===== src/rtl/cordic_pkg.sv =====
`default_nettype none
// ============================================================================
//  Module      : cordic_pkg
//  Description : Fixed-point format, constants, arctangent table and state
//                encoding shared by the CORDIC vectoring and rotation engines.
//                Magnitude compensation is selected by the macro
//                CORDIC_MAG_COMPENSATION_EN in the engine that uses K.
//  Revision    : 1.0 - initial release
// ============================================================================
package cordic_pkg;

  // Q3.29 external format: sign bit plus 2 integer bits
  localparam int DATA_WIDTH    = 32;
  localparam int POINT_POS     = 3;
  localparam int REG_EXTENSION = 4;
  // Must not exceed the 32 entries of ATAN_TABLE
  localparam int ITERATIONS    = 28;
  localparam int CNT_WIDTH     = 5;
  // Internal width: 2 guard MSBs above the external format, REG_EXTENSION below
  localparam int INT_WIDTH     = DATA_WIDTH + REG_EXTENSION + 2;

  localparam logic signed [DATA_WIDTH-1:0] PI   = 32'h6487ED51;
  localparam logic signed [DATA_WIDTH-1:0] PI_2 = 32'h3243F6A9;

  // K = 0.6072529350 in Q1.31
  localparam logic signed [DATA_WIDTH-1:0] K      = 32'h4DBA76D4;
  localparam int                           K_FRAC = 31;

  // atan(2^-i) in Q3.29, rounded to nearest
  localparam logic [DATA_WIDTH-1:0] ATAN_TABLE [32] = '{
    32'h1921FB54, 32'h0ED63383, 32'h07D6DD7E, 32'h03FAB753,
    32'h01FF55BB, 32'h00FFEAAE, 32'h007FFD55, 32'h003FFFAB,
    32'h001FFFF5, 32'h000FFFFF, 32'h00080000, 32'h00040000,
    32'h00020000, 32'h00010000, 32'h00008000, 32'h00004000,
    32'h00002000, 32'h00001000, 32'h00000800, 32'h00000400,
    32'h00000200, 32'h00000100, 32'h00000080, 32'h00000040,
    32'h00000020, 32'h00000010, 32'h00000008, 32'h00000004,
    32'h00000002, 32'h00000001, 32'h00000000, 32'h00000000
  };

  typedef logic signed [INT_WIDTH-1:0] ireg_t;

  typedef enum logic [1:0] {
    ST_IDLE  = 2'd0,
    ST_ITER  = 2'd1,
    ST_SCALE = 2'd2,
    ST_OUT   = 2'd3
  } state_e;

  // Sign-extend into the guard bits and append the extension LSBs
  function automatic ireg_t widen(input logic [DATA_WIDTH-1:0] v);
    return {{2{v[DATA_WIDTH-1]}}, v, {REG_EXTENSION{1'b0}}};
  endfunction

endpackage
`default_nettype wire


===== src/rtl/cordic_vectoring_if.sv =====
`default_nettype none
// ============================================================================
//  Module      : cordic_vectoring_if
//  Description : Request/result bundle of the CORDIC vectoring engine.
//  Revision    : 1.0 - initial release
// ============================================================================
interface cordic_vectoring_if;
  import cordic_pkg::*;

  logic                  start;
  logic [DATA_WIDTH-1:0] x_in;
  logic [DATA_WIDTH-1:0] y_in;
  logic                  busy;
  logic                  done;
  logic [DATA_WIDTH-1:0] mag;
  logic [DATA_WIDTH-1:0] angle;

  modport master (output start, x_in, y_in, input  busy, done, mag, angle);
  modport slave  (input  start, x_in, y_in, output busy, done, mag, angle);
endinterface
`default_nettype wire


===== src/rtl/cordic_atan_rom.sv =====
`default_nettype none
// ============================================================================
//  Module      : cordic_atan_rom
//  Description : Combinational atan(2^-i) lookup indexed by the iteration
//                counter; shared with the rotation engine.
//  Revision    : 1.0 - initial release
// ============================================================================
module cordic_atan_rom
  import cordic_pkg::*;
(
  input  logic [CNT_WIDTH-1:0]  idx_i,
  output logic [DATA_WIDTH-1:0] atan_o
);

  assign atan_o = ATAN_TABLE[idx_i];

endmodule
`default_nettype wire


===== src/rtl/cordic_vectoring.sv =====
`default_nettype none
// ============================================================================
//  Module      : cordic_vectoring
//  Description : Iterative CORDIC in vectoring mode. Converts (X, Y) to
//                magnitude and four-quadrant angle atan2(Y, X) in Q3.29.
//                Define CORDIC_MAG_COMPENSATION_EN to add the SCALE state that
//                multiplies the magnitude by K; otherwise MAG carries the raw
//                CORDIC gain and latency is one cycle shorter.
//  Revision    : 1.0 - initial release
// ============================================================================
module cordic_vectoring
  import cordic_pkg::*;
(
  input  logic               clk,
  input  logic               rst,
  cordic_vectoring_if.slave  bus
);

  localparam logic [DATA_WIDTH-1:0] MOST_NEG = {1'b1, {(DATA_WIDTH-1){1'b0}}};
  localparam logic [DATA_WIDTH-1:0] MAG_MAX  = {1'b0, {(DATA_WIDTH-1){1'b1}}};
  localparam logic [CNT_WIDTH-1:0]  CNT_LAST = CNT_WIDTH'(ITERATIONS - 1);

  state_e                state_q, state_d;
  logic [CNT_WIDTH-1:0]  cnt_q, cnt_d;
  ireg_t                 x_q, x_d, y_q, y_d, z_q, z_d;
  logic                  zero_q, zero_d;
  logic                  done_q, done_d;
  logic [DATA_WIDTH-1:0] mag_q, mag_d, angle_q, angle_d;

  logic [DATA_WIDTH-1:0] x_clamp, y_clamp, atan_w, mag_res;
  ireg_t                 atan_ext, x_shift, y_shift;
  logic                  mag_ovf;

  cordic_atan_rom u_atan_rom (
    .idx_i  (cnt_q),
    .atan_o (atan_w)
  );

  // The most negative code has no positive counterpart; pull it in by one LSB
  assign x_clamp  = (bus.x_in == MOST_NEG) ? MOST_NEG + DATA_WIDTH'(1) : bus.x_in;
  assign y_clamp  = (bus.y_in == MOST_NEG) ? MOST_NEG + DATA_WIDTH'(1) : bus.y_in;

  assign atan_ext = widen(atan_w);
  assign x_shift  = x_q >>> cnt_q;
  assign y_shift  = y_q >>> cnt_q;

  // x is never negative after load, so any set bit above the external
  // sign position means the magnitude does not fit
  assign mag_ovf  = (x_q[INT_WIDTH-1 -: 3] != 3'b000);
  assign mag_res  = mag_ovf ? MAG_MAX : x_q[REG_EXTENSION +: DATA_WIDTH];

`ifdef CORDIC_MAG_COMPENSATION_EN
  logic signed [INT_WIDTH+DATA_WIDTH-1:0] prod;
  ireg_t                                  x_scaled;
  assign prod     = x_q * K;
  assign x_scaled = ireg_t'(prod >>> K_FRAC);
`endif

  // State register
  always_ff @(posedge clk) begin
    if (rst) state_q <= ST_IDLE;
    else     state_q <= state_d;
  end

  // Next state plus datapath updates for each state
  always_comb begin
    state_d = state_q;
    cnt_d   = cnt_q;
    x_d     = x_q;
    y_d     = y_q;
    z_d     = z_q;
    zero_d  = zero_q;
    done_d  = 1'b0;
    mag_d   = mag_q;
    angle_d = angle_q;

    case (state_q)
      ST_IDLE: begin
        if (bus.start) begin
          // Pre-rotate left-half-plane vectors by -/+90 deg so the
          // micro-rotations only need to cover (-pi/2, +pi/2)
          if (!x_clamp[DATA_WIDTH-1]) begin
            x_d = widen(x_clamp);
            y_d = widen(y_clamp);
            z_d = '0;
          end else if (!y_clamp[DATA_WIDTH-1]) begin
            x_d = widen(y_clamp);
            y_d = -widen(x_clamp);
            z_d = widen(PI_2);
          end else begin
            x_d = -widen(y_clamp);
            y_d = widen(x_clamp);
            z_d = -widen(PI_2);
          end
          zero_d  = (bus.x_in == '0) && (bus.y_in == '0);
          cnt_d   = '0;
          state_d = ST_ITER;
        end
      end

      ST_ITER: begin
        // Rotate towards y = 0, accumulating the applied angle in z
        if (!y_q[INT_WIDTH-1]) begin
          x_d = x_q + y_shift;
          y_d = y_q - x_shift;
          z_d = z_q + atan_ext;
        end else begin
          x_d = x_q - y_shift;
          y_d = y_q + x_shift;
          z_d = z_q - atan_ext;
        end
        cnt_d = cnt_q + CNT_WIDTH'(1);
        if (cnt_q == CNT_LAST) begin
          cnt_d   = '0;
`ifdef CORDIC_MAG_COMPENSATION_EN
          state_d = ST_SCALE;
`else
          state_d = ST_OUT;
`endif
        end
      end

`ifdef CORDIC_MAG_COMPENSATION_EN
      ST_SCALE: begin
        x_d     = x_scaled;
        state_d = ST_OUT;
      end
`endif

      ST_OUT: begin
        done_d  = 1'b1;
        mag_d   = zero_q ? '0 : mag_res;
        angle_d = zero_q ? '0 : z_q[REG_EXTENSION +: DATA_WIDTH];
        state_d = ST_IDLE;
      end

      default: state_d = ST_IDLE;
    endcase
  end

  // Datapath and result registers
  always_ff @(posedge clk) begin
    if (rst) begin
      cnt_q   <= '0;
      x_q     <= '0;
      y_q     <= '0;
      z_q     <= '0;
      zero_q  <= 1'b0;
      done_q  <= 1'b0;
      mag_q   <= '0;
      angle_q <= '0;
    end else begin
      cnt_q   <= cnt_d;
      x_q     <= x_d;
      y_q     <= y_d;
      z_q     <= z_d;
      zero_q  <= zero_d;
      done_q  <= done_d;
      mag_q   <= mag_d;
      angle_q <= angle_d;
    end
  end

  assign bus.busy  = (state_q != ST_IDLE);
  assign bus.done  = done_q;
  assign bus.mag   = mag_q;
  assign bus.angle = angle_q;

endmodule
`default_nettype wire


===== src/flat_wrapper.sv =====
// flat-port wrapper written by rule: the top's interface ports become plain ports
module cordic_vectoring_flat import cordic_pkg::*;
  (clk, rst, bus_start, bus_x_in, bus_y_in, bus_busy, bus_done, bus_mag, bus_angle);
  cordic_vectoring_if bus_i ();
  input  logic clk;
  input  logic rst;
  input wire logic [$bits(bus_i.start)-1:0] bus_start;
  input wire logic [$bits(bus_i.x_in)-1:0] bus_x_in;
  input wire logic [$bits(bus_i.y_in)-1:0] bus_y_in;
  output wire logic [$bits(bus_i.busy)-1:0] bus_busy;
  output wire logic [$bits(bus_i.done)-1:0] bus_done;
  output wire logic [$bits(bus_i.mag)-1:0] bus_mag;
  output wire logic [$bits(bus_i.angle)-1:0] bus_angle;
  assign bus_i.start = bus_start;
  assign bus_i.x_in = bus_x_in;
  assign bus_i.y_in = bus_y_in;
  assign bus_busy = bus_i.busy;
  assign bus_done = bus_i.done;
  assign bus_mag = bus_i.mag;
  assign bus_angle = bus_i.angle;
  cordic_vectoring u_core (.clk(clk), .rst(rst), .bus(bus_i));
endmodule

===== config.mk =====
export PLATFORM = sky130hd
export DESIGN_NAME = cordic_vectoring_flat
export DESIGN_NICKNAME = d
export VERILOG_FILES = /design/src/rtl/cordic_pkg.sv /design/src/rtl/cordic_vectoring_if.sv /design/src/rtl/cordic_atan_rom.sv /design/src/rtl/cordic_vectoring.sv /design/src/flat_wrapper.sv
export SDC_FILE = /design/constraint.sdc
export NUM_CORES = 1
export LEC_CHECK = 0
export ABC_CLOCK_PERIOD_IN_PS = 7100
export CAP_MARGIN = 20
export CORE_ASPECT_RATIO = 1.4
export CORE_MARGIN = 8
export CORE_UTILIZATION = 58
export CTS_CLUSTER_SIZE = 20
export DETAILED_ROUTE_END_ITERATION = 6
export PLACE_DENSITY = 0.85
export RECOVER_POWER = 100
export SLEW_MARGIN = 5
export SYNTH_ARGS = -nofsm -noshare
export SYNTH_HDL_FRONTEND = slang
export SYNTH_SLANG_ARGS = --single-unit

===== constraint.sdc =====
create_clock -name clk -period 7.1 [get_ports clk]
set_input_delay 1.775 -clock clk [delete_from_list [all_inputs] [get_ports clk]]
set_output_delay 1.775 -clock clk [all_outputs]
set_load 0.02 [all_outputs]

After elaboration in Yosys (flattened, before gate mapping)
Memories as Yosys holds them, arrays and structs flattened.
Cells that the tools add are included.
Storage, ports and cells
  bits in registers: 187
  memory bits (read-only): 1024
  input port bits: 67
  output and inout port bits: 66
  memories: 1
Memory list
  (name not given): depth 32, bits a word 32, rd ports 1, clocked after memory_dff 0, write ports 0, line cordic_atan_rom.sv:15  | assign atan_o = ATAN_TABLE[idx_i];
Operators by class
  $add $sub $neg: 9
  $lt $le $gt $ge: 1
  equal/unequal tests: 7
  shift operators: 2
  mux-type cells: 29
  bitwise operators: 1
  reductions and logical operators: 10
Operators by type and width (count)
  38-bit two-way mux: 12
  38-bit one-hot mux with 2 select lines: 3
  32-bit two-way mux: 7
  38-bit adder: 2
  36-bit negator with 38-bit output: 2
  38-bit by 5-bit >>> shifter with 38-bit output: 2
  38-bit subtractor: 2
  32-bit == test, second input constant: 2
  32-bit logical NOT: 2
  38-bit by 36-bit adder with 38-bit output: 1
  38-bit by 36-bit subtractor with 38-bit output: 1
  5-bit two-way mux: 2
  5-bit one-hot mux with 2 select lines: 1
  6-bit >= comparator, second input constant: 1
  5-bit inverter with 6-bit output: 1
  2-bit AND reduction: 3
  5-bit by 1-bit adder with 5-bit output, second input constant: 1
  5-bit == test, second input constant: 1
  2-bit two-way mux: 2
  2-bit one-hot mux with 2 select lines: 1
  2-bit nonzero test: 2
  3-bit nonzero test: 1
  2-bit by 1-bit == test with 1-bit output, second input constant: 1
  2-bit == test, second input constant: 1
  other kinds (5): 5

Depth between registers and ports, before layout
Gate-level depths: netlist (run 1).
  word-level depth: 7
  depth in mapped cells: 29

Modules after synthesis
A second synthesis (run 1) with hierarchy kept.
Unflattened totals
  cell total of the unflattened synthesis: 3037
  area total of the unflattened synthesis: 23196.0 µm²
Modules (own cells, without submodules)
  cordic_vectoring: times used 1, cells an instance 2910, area each 22430.3 µm²
  cordic_atan_rom: times used 1, cells an instance 127, area each 765.7 µm²

Worst setup path before layout (run 1)
OpenSTA, ideal clock, no wires.
  path kind: register to register
  start: register u_core.cnt_q[0]
  end: register u_core.y_q[35]
  setup time: 0.131 ns
  data arrival time: 5.485 ns
  path slack: 1.483 ns
  cell stages (with the launch flop): 24
  path buffers: 2
  clock period less this slack: 5.617 ns
  path through: dfxtp_1 > buf_4 > buf_2 > mux4_2 > a221oi_1 > a31oi_1 > nor2_1 > ha_1 > and4_1 > nor3b_1 > and3_1 > a21oi_1 > xor2_1 > ha_1 > a2111oi_0 > o21ai_0 > o2111ai_1 > nand2_1 > nor3_1 > a21oi_1 > o22a_1 > a311o_1 > a2111oi_0 > nor3_1
On the way
  longest elaborated chain between the ends: 4
  elaborated cells between the ends (all ways): 5
RTL lines
  start, declared: line cordic_vectoring.sv:24  | logic [CNT_WIDTH-1:0] cnt_q, cnt_d;
  start signal, assigned: line cordic_vectoring.sv:153  | cnt_q <= cnt_d;
  38-bit by 5-bit >>> shifter with 38-bit output *: line cordic_vectoring.sv:44  | assign x_shift = x_q >>> cnt_q;
  38-bit subtractor or 38-bit adder (tied branches): line cordic_vectoring.sv:105, cordic_vectoring.sv:109
  38-bit two-way mux *: line cordic_vectoring.sv:103  | if (!y_q[INT_WIDTH-1]) begin
  38-bit one-hot mux with 2 select lines *: line cordic_vectoring.sv:77  | case (state_q)
  end signal, assigned: line cordic_vectoring.sv:155  | y_q <= y_d;
  end, declared: line cordic_vectoring.sv:25  | ireg_t x_q, x_d, y_q, y_d, z_q, z_d;
Every way passes the cells marked *; elsewhere a longest branch is shown, timed or not.
A chain may end at the register's enable or synchronous reset.

Worst setup path in the final report (run 1)
  start: register u_core.cnt_q[3]
  end: register u_core.y_q[35]
Same word-level chain as after synthesis.

==> reports/qor.yml, run 1 <==
status: "complete, but fails checks"
failed_checks: "DRC, capacitance limit, slew limit"
max_slew_margin_pct: -84.5
detailed_place_hpwl_um: 81500
initial_antenna_violation_count: 4
boundaryPins: 133
maximum_capacitance_violations: 4
synthesis.yosys.warnings: 0
critical_setup_path_kind: "reg -> reg"
reg2reg_to: "u_core.y_q[35]$_SDFFE_PP0P_"
post_drt_via_cell_ratio: 7.43
clock.fmax_ghz: 0.145
ff_latch_area_mm2: 0.00365
critical_path.max_stage_delay_ps: 860
dieArea_mm2: 0.0467
crit_family: "compound AO/OA/AOI/OAI gates"
initial_core_util_pct: 58.8
dr_total_vias: 26589
reg_to_reg_setup_timing_slack_ps: 220
cts-buffers-inserted: 17
route.detailed.wl_per_inst_um: 30.9
hold_sp: "u_core.bus.mag[4]$_SDFFE_PP0P_"
setup.worst_path.start: "u_core.cnt_q[3]$_SDFFE_PP0P_"
crit_path_cell_trace: "mux4_1 -> mux2_1 -> a2111oi_0 -> o21ai_0 -> o31a_2 -> nor3b_1 -> buf_4 -> and3_1 -> a21oi_1 -> xor2_1 -> ha_1 -> a2111oi_0 -> o21ai_0 -> o2111ai_1 -> nand2_1 -> nor3_1 -> a21oi_1 -> o22a_1 -> a311o_1 -> a2111oi_0 -> nor3_1"
p_per_area_mw_per_mm2: 287
syn-mean-instance-area_um2: 7.74
seq_area_frac_synth_pct: 15.6
synth_top_flop_cell: "dfxtp_1"
vdd.ir_drop.worst_uv: 239
total_leakage_power_nw: 10.1
drive_above_1_share_pct: 11.3
finalPower_mw: 7.40
clk_latency_ps: 490
multiInputGateArea_mm2: 0.0183
cp.buffers_inverters: 1
finClkSkew_ps: 20.3
critical_register_to_register_path_startpoint: "u_core.cnt_q[3]$_SDFFE_PP0P_"
cts_max_level: 4
tightestPinTransition_ps: 2770
grt-ovfl-total: 0
finalCritPeriodShare_pct: 96.9
buffer_ports.inserted: 132
postSynthCellCount: 2993
clock_tree.root_cell: "clkbuf_16"
critical-path-top-cell-by-count: "a2111oi_0"
largest_net_degree_at_the_start_of_global_routing: 129
hp-class: "reg -> reg"
antenna_left: 0
number_of_enable_type_register_cells_in_the_synthesized_netlist: 0
dr.first_iter.drc_count: 3599
vias_in_the_first_global_route: 25084
filler_cell_count: 3300
cts_tree: "built"
timing.critical_path.from_type: "register"
setup_viol: 0
post-route-worst-setup-slack_ps: 221
worst_setup_hold_path_clk_slew_ps: 90
critical_path_arrival_ps: 7240
flow.area_growth_from_synthesis_pct: 11.3
final-hold-violation-count: 0
cp.required_ps: 7460
fin_tns_setup_ps: 0
critical_path_endpoint_category: "register"
post-route-drc-count: 1
worst_hold_path.endpoint: "u_core.bus.mag[4]$_SDFFE_PP0P_"
synth_seq_cells: 181
critical_path.slowest_cell: "dfxtp_4"
ys_async_sr_fraction_pct: 0
fp.dieH_um: 252
clock-sinks: 181
final-max-slew-violation-count: 169
grt_first_pass_wirelength_um: 160000
rr_worst_depth: 21
placeableCoreArea_mm2: 0.0394
ys_types: 105
cts_buffer_depth: 2
timing.critical_path.fanout_max: 62
fin_crit_ps: 6880
synth_fp_nets: 3182
synth.cell_area_mm2: 0.0232
drt_pre_antenna_iters: 7
hold-path-cell-count: 2
std_cell_rows: 86
die-width_um: 185
final_net_count: 3227
wirelength_um: 111000
track_usage_pct: 46.0
final_estimated_routing_congestion_in_global_placement: 1.11
rsz0062_at_grt: "no"
dp_slack_ps: 62.8
## cells in the mapped netlist (10+ instances only)
| master | number | share of area (%) |
|---|---|---|
| a211oi_1 | 117 | 3.8 |
| o22ai_1 | 29 | 0.78 |
| o211ai_1 | 23 | 0.75 |
| inv_1 | 63 | 1.0 |
| o21ai_0 | 186 | 4.0 |
| nor3_1 | 99 | 2.1 |
| a22o_1 | 15 | 0.57 |
| xnor2_1 | 119 | 4.5 |
| mux2i_1 | 65 | 2.8 |
| and2_1 | 36 | 0.97 |
| nor2b_1 | 31 | 0.84 |
| nand2_1 | 179 | 2.9 |
| a211o_1 | 12 | 0.45 |
| a31oi_1 | 36 | 0.97 |
| buf_6 | 11 | 0.53 |
| or3_1 | 22 | 0.59 |
| a221oi_1 | 14 | 0.53 |
| nand2b_1 | 36 | 0.97 |
| nor2_1 | 335 | 5.4 |
| buf_2 | 33 | 0.71 |
| nand3_1 | 50 | 1.1 |
| or2_2 | 13 | 0.35 |
| dfxtp_1 | 181 | 16 |
| a21oi_1 | 309 | 6.7 |
| clkbuf_1 | 141 | 2.3 |
| xor2_1 | 97 | 3.7 |
| o21a_1 | 25 | 0.81 |
| mux2_2 | 33 | 1.6 |
| a21boi_0 | 19 | 0.62 |
| a21o_1 | 47 | 1.5 |
| buf_1 | 33 | 0.53 |
| and3_1 | 28 | 0.76 |
| nor3b_1 | 43 | 1.4 |
| o31ai_1 | 27 | 0.87 |
| ha_1 | 119 | 6.4 |
| mux4_2 | 97 | 9.4 |
| o41ai_1 | 13 | 0.49 |
| nor4_1 | 12 | 0.32 |
| buf_4 | 10 | 0.32 |
| a22oi_1 | 20 | 0.65 |
## where the power goes
group          total [mW]  internal, mW  switching, mW
Clock                1.01         0.489          0.526
Combinational        4.82          1.91           2.91
Sequential           1.56          1.14          0.426
Total                7.40          3.54           3.86
## layout by cell type (no fill, tap or decap), drive strengths merged, types with 65 or more instances in the layout
master,netlist,layout
a211oi,117,117
a21oi,309,309
buf,88,116
dfxtp,181,181
dlygate4sd3,0,68
ha,119,119
inv,66,73
mux2i,65,65
mux4,102,102
nand2,179,179
nor2,336,336
nor3,101,101
o21ai,189,189
xnor2,119,119
xor2,97,97
## worst reg2reg max path: stages (launching register included)
cell and delay (ps):
dfxtp_4 860, mux4_1 520, mux2_1 410, a2111oi_0 660, o21ai_0 210, o31a_2 190, nor3b_1 470, buf_4 260
and3_1 240, a21oi_1 100, xor2_1 190, ha_1 350, a2111oi_0 380, o21ai_0 170, o2111ai_1 180, nand2_1 90
nor3_1 150, a21oi_1 140, o22a_1 240, a311o_1 380, a2111oi_0 450, nor3_1 110
## timing repair
action,in CTS,in global routing
setup buffers,0,4
hold buffers,0,0
endpoints found under the setup margin,0,11
resized for setup,0,1
## layer usage
metal / track usage, % / vias up / wire length (um)
li1: - / 11385 / -
met1: 49.0 / 12429 / 35400
met2: 73.6 / 2109 / 49900
met3: 13.2 / 662 / 13300
met4: 39.8 / 4 / 12000
met5: 0 / - / 29
## logic make-up (layout without fill, tap and decap cells)
group	after synthesis	in the layout	synth area share (%)
AOI/OAI and AO/OA	1025	1025	28.9
and+or+nand+nor	946	946	20.2
buffers and inverters	296	354	5.54
xor gates and xnor gates	216	216	8.17
muxes	207	207	14.8
DFF	181	181	15.6
adders and majority gates	122	122	6.69
other	0	2	0
## layout make-up
class / count / area share, %
Timing Repair Buffer: 255 / 9.00
Tap cell: 528 / 2.56
Sequential cell: 181 / 14.1
Clock inverter: 14 / 0.684
Antenna cell: 2 / 0.0194
Clock buffer: 18 / 1.70
Multi-Input combinational cell: 2516 / 70.9
Inverter: 67 / 0.975
## worst max-delay path by stage
| stage | to | depth (start not counted) |
|---|---|---|
| 2_1_floorplan | u_core.y_q[35]$_SDFFE_PP0P_ | 23 |
| 3_3_place_gp | u_core.x_q[33]$_SDFFE_PP0P_ | 22 |
| 3_5_place_dp | u_core.x_q[33]$_SDFFE_PP0P_ | 22 |
| 4_1_cts | u_core.x_q[33]$_SDFFE_PP0P_ | 22 |
| 5_1_grt | u_core.y_q[35]$_SDFFE_PP0P_ | 21 |
| 6_report | u_core.y_q[35]$_SDFFE_PP0P_ | 21 |
## flip-flops by register name, indices dropped and copies added, names as in the netlist
register	cells
u_core.y_q	38
u_core.cnt_q	5
u_core.bus.mag	32
u_core.x_q	38
u_core.bus.angle	32
u_core.z_q	32
u_core.bus.done	1
u_core.state_q	2
u_core.zero_q	1
## per-stage QoR
step | util [%] | hold slack [ps] | std cells | cell area (um^2)
after floorplan | - | 442 | 2993 | 23200
final | 65.5 | 487 | 3581 | 25800
after global routing | 65.5 | 512 | 3579 | 25800
after detailed placement | 63.6 | 477 | 3540 | 25100
after CTS | 65.2 | 493 | 3572 | 25700
after global placement | 63.6 | 464 | 3540 | 25100
(Power assumes the default switching activity.)
==> run 2: changes to the inputs <==
CORE_UTILIZATION = 43   (was 58)
PLACE_DENSITY = 0.68   (was 0.85)
SYNTH_HIERARCHICAL = 1   (was default)
==> reports/qor.yml, run 2 <==
status: "complete, but fails checks"
failed_checks: "DRC, capacitance limit, slew limit"
critical_path_endpoint_category: "register"
rsz0062_at_grt: "no"
power.net_switching_mw: 4.34  # +12%
clk_latency_ps: 520  # +30 ps
cts_buffer_depth: 2  # unchanged
worst_setup_hold_path_clk_slew_ps: 90  # about the same
final_estimated_routing_congestion_in_global_placement: 1.03  # -6.9%
synth_seq_cells: 181  # unchanged
synthTopCellsByCount: "nor2_1, a21oi_1, dfxtp_1"
final_net_count: 3364  # +4.2%
yosys.cell_count.top_type: "nor2_1"
max_slew_margin_pct: -99.5  # -15 points
ctsHoldBuffers: 0  # unchanged
p_int_mw: 4.23  # +20%
timing.critical_path.fanout_max: 16  # -74%
hold-path-cell-count: 2  # unchanged
rr_worst_depth: 25  # +19%
seq_area_frac_synth_pct: 15.6  # -0.021 points
placeableCoreArea_mm2: 0.0533  # +35%
grt-ovfl-total: 0  # unchanged
grt_first_pass_wirelength_um: 161000  # +0.36%
n_antenna_cell: 0  # -2
buffer_ports.inserted: 132  # unchanged
synthesis.yosys.warnings: 6  # +6
finalCritPeriodShare_pct: 96.1  # -0.76 points
vdd.ir_drop.worst_uv: 262  # +9.6%
mostFrequentLayoutCell: "nor2_1"
cts_tree: "built"
hp-class: "reg -> reg"
final-hold-violation-count: 0  # unchanged
antenna_left: 0  # unchanged
gate_power_share_pct: 69.8  # +4.6 points
finClkSkew_ps: 19.7  # -0.620 ps
initial_core_util_pct: 43.5  # -15 points
synth.cell_area_mm2: 0.0232  # +0.14%
syn-mean-instance-area_um2: 7.64  # -1.3%
track_usage_pct: 34.4  # -12 points
dieArea_mm2: 0.0617  # +32%
synth.top_cells.by_area: "dfxtp_1, mux4_2, a21oi_1, ha_1, nor2_1"
ys_types: 104  # -0.95%
critical_path_arrival_ps: 7250  # about the same
post_drt_via_cell_ratio: 6.59  # -11%
cts_max_level: 4  # unchanged
total_leakage_power_nw: 10.3  # +2.5%
fin_crit_ps: 6830  # -53.9 ps
wirelength_um: 109000  # -1.1%
flow.area_growth_from_synthesis_pct: 14.8
most_frequent_cells_in_the_layout: "nor2_1, a21oi_1, buf_4, dfxtp_1, nand2_1"
maximum_capacitance_violations: 1  # -3
setup_viol: 0  # unchanged
p_seq_share_pct: 18.5  # -2.6 points
route.detailed.wl_per_inst_um: 28.0  # -9.2%
largest_net_degree_at_the_start_of_global_routing: 137  # +6.2%
postSynthCellCount: 3037  # +1.5%
cp.required_ps: 7520  # +60 ps
finish.utilization_pct: 49.9  # -16 points
final-max-slew-violation-count: 137  # -19%
clock-sinks: 181  # unchanged
drt_pre_antenna_iters: 7  # unchanged
critical_setup_path_kind: "reg -> reg"
drive_above_1_share_pct: 12.6  # +1.3 points
die-width_um: 212  # +15%
clock.fmax_ghz: 0.147  # +0.79%
number_of_enable_type_register_cells_in_the_synthesized_netlist: 0  # unchanged
switching_share_pct: 50.6  # -1.6 points
clock_tree.root_cell: "clkbuf_16"
ys_async_sr_fraction_pct: 0  # unchanged
p_per_area_mw_per_mm2: 322  # +12%
share_clk_of_total_power_pct: 11.7  # -2.0 points
dr_total_vias: 25715  # -3.3%
yosys.area.top_type_share_pct: 15.6  # -0.021 points
synth_top_flop_cell: "dfxtp_1"
timing.critical_path.from_type: "register"
finalPower_mw: 8.57  # +16%
tightestPinTransition_ps: 2990  # +225 ps
std_cell_rows: 100  # +16%
fin_tns_setup_ps: 0  # unchanged
detailed_place_hpwl_um: 84100  # +3.2%
dr.first_iter.drc_count: 2432  # -32%
post-route-drc-count: 2  # +1
reg_top3: "u_core/x_q: 38 flops, u_core/y_q: 38 flops"
vias_in_the_first_global_route: 24797  # -1.1%
initial_antenna_violation_count: 1  # -3
synth_largest_area_cell: "dfxtp_1"
boundaryPins: 133  # unchanged
fp.dieH_um: 291  # +15%
cts-buffers-inserted: 17  # unchanged
==> run 2: cell types whose count changed after synthesis, sizes merged, moves of 22 or more <==
cell / before / now
mux2i: 65 / 91
o21ai: 189 / 141
a21oi: 309 / 331
xnor2: 119 / 146
o22ai: 29 / 51
nor2: 336 / 376
==> run 2: cell type report <==
cell class	instances	area [um^2]
tap	714	893
sequential	181	3650
clock buffer	18	429
fill	5350	26700
inverter	69	259
clock inverter	14	161
multi-input combinational	2559	18200
timing repair buffer	346	3000
==> run 2: power groups by stage <==
stage / Combinational, mW / Sequential (mW) / Clock [mW]
5_1_grt: 6.41 / 1.59 / 1.06
6_report: 5.99 / 1.58 / 1.00
3_5_place_dp: 5.87 / 1.58 / 0
3_3_place_gp: 5.80 / 1.58 / 0
2_1_floorplan: 4.03 / 1.34 / 0
4_1_cts: 5.91 / 1.56 / 1.03
==> run 2: cells by family after synthesis <==
group | after synthesis | synth area share, %
multiplexers | 218 | 14.2
XOR/XNOR | 230 | 8.68
adder cells (fa/ha/maj) | 123 | 6.73
AND/OR/NAND/NOR | 982 | 20.9
AO/OA/AOI/OAI | 1003 | 27.9
other | 1 | 0.0162
buffers and inverters | 299 | 5.92
flip-flops | 181 | 15.6
==> run 2: stage by stage <==
stage	instances	setup slack [ps]	hold slack, ps	area, um^2
final	3901	275	489	26600
after global routing	3901	9.91	519	26600
after CTS	3898	196	495	26600
after detailed placement	3866	233	478	26100
after global placement	3865	205	471	26000
after floorplan	3039	893	472	23200
==> run 2: worst paths after layout <==
check	from	endpoint	slack [ps]
setup / recovery	u_core/cnt_q[1]$_SDFFE_PP0P_	u_core/y_q[37]$_SDFFE_PP0P_	270
hold reg to reg	u_core/bus.angle[30]$_SDFFE_PP0P_	u_core/bus.angle[30]$_SDFFE_PP0P_	490
setup reg to reg	u_core/cnt_q[1]$_SDFFE_PP0P_	u_core/y_q[37]$_SDFFE_PP0P_	270
hold / removal	u_core/bus.angle[30]$_SDFFE_PP0P_	u_core/bus.angle[30]$_SDFFE_PP0P_	490
==> run 2: repair_timing <==
action,4_1_cts,5_1_grt
resized for setup,0,1
endpoints found under the setup margin,0,4
buffers inserted,0,2
==> run 2: worst max-delay path: stages (launching register included) <==
cell and delay [ps]:
dfxtp_4 600, buf_4 300, mux4_2 560, mux2i_1 160, buf_4 200, o221ai_1 130
a221oi_1 560, buf_4 250, nand4_1 110, nor2_1 130, and3_1 200, and2b_1 180
a21oi_1 90, xnor2_1 160, ha_1 290, or3_1 350, o211ai_1 130, a21boi_0 160
o311ai_1 400, buf_4 200, a31oi_1 90, a211o_1 310, a311o_1 390, a221o_1 360
xnor2_1 130, a221oi_1 250
==> run 2: layer usage <==
layer / track usage (%) / vias up / wire length (um)
li1: - / 11634 / -
met1: 39.5 / 12533 / 41100
met2: 57.7 / 1216 / 52400
met3: 3.90 / 332 / 6200
met4: 26.0 / 0 / 9630
met5: 0 / - / 0
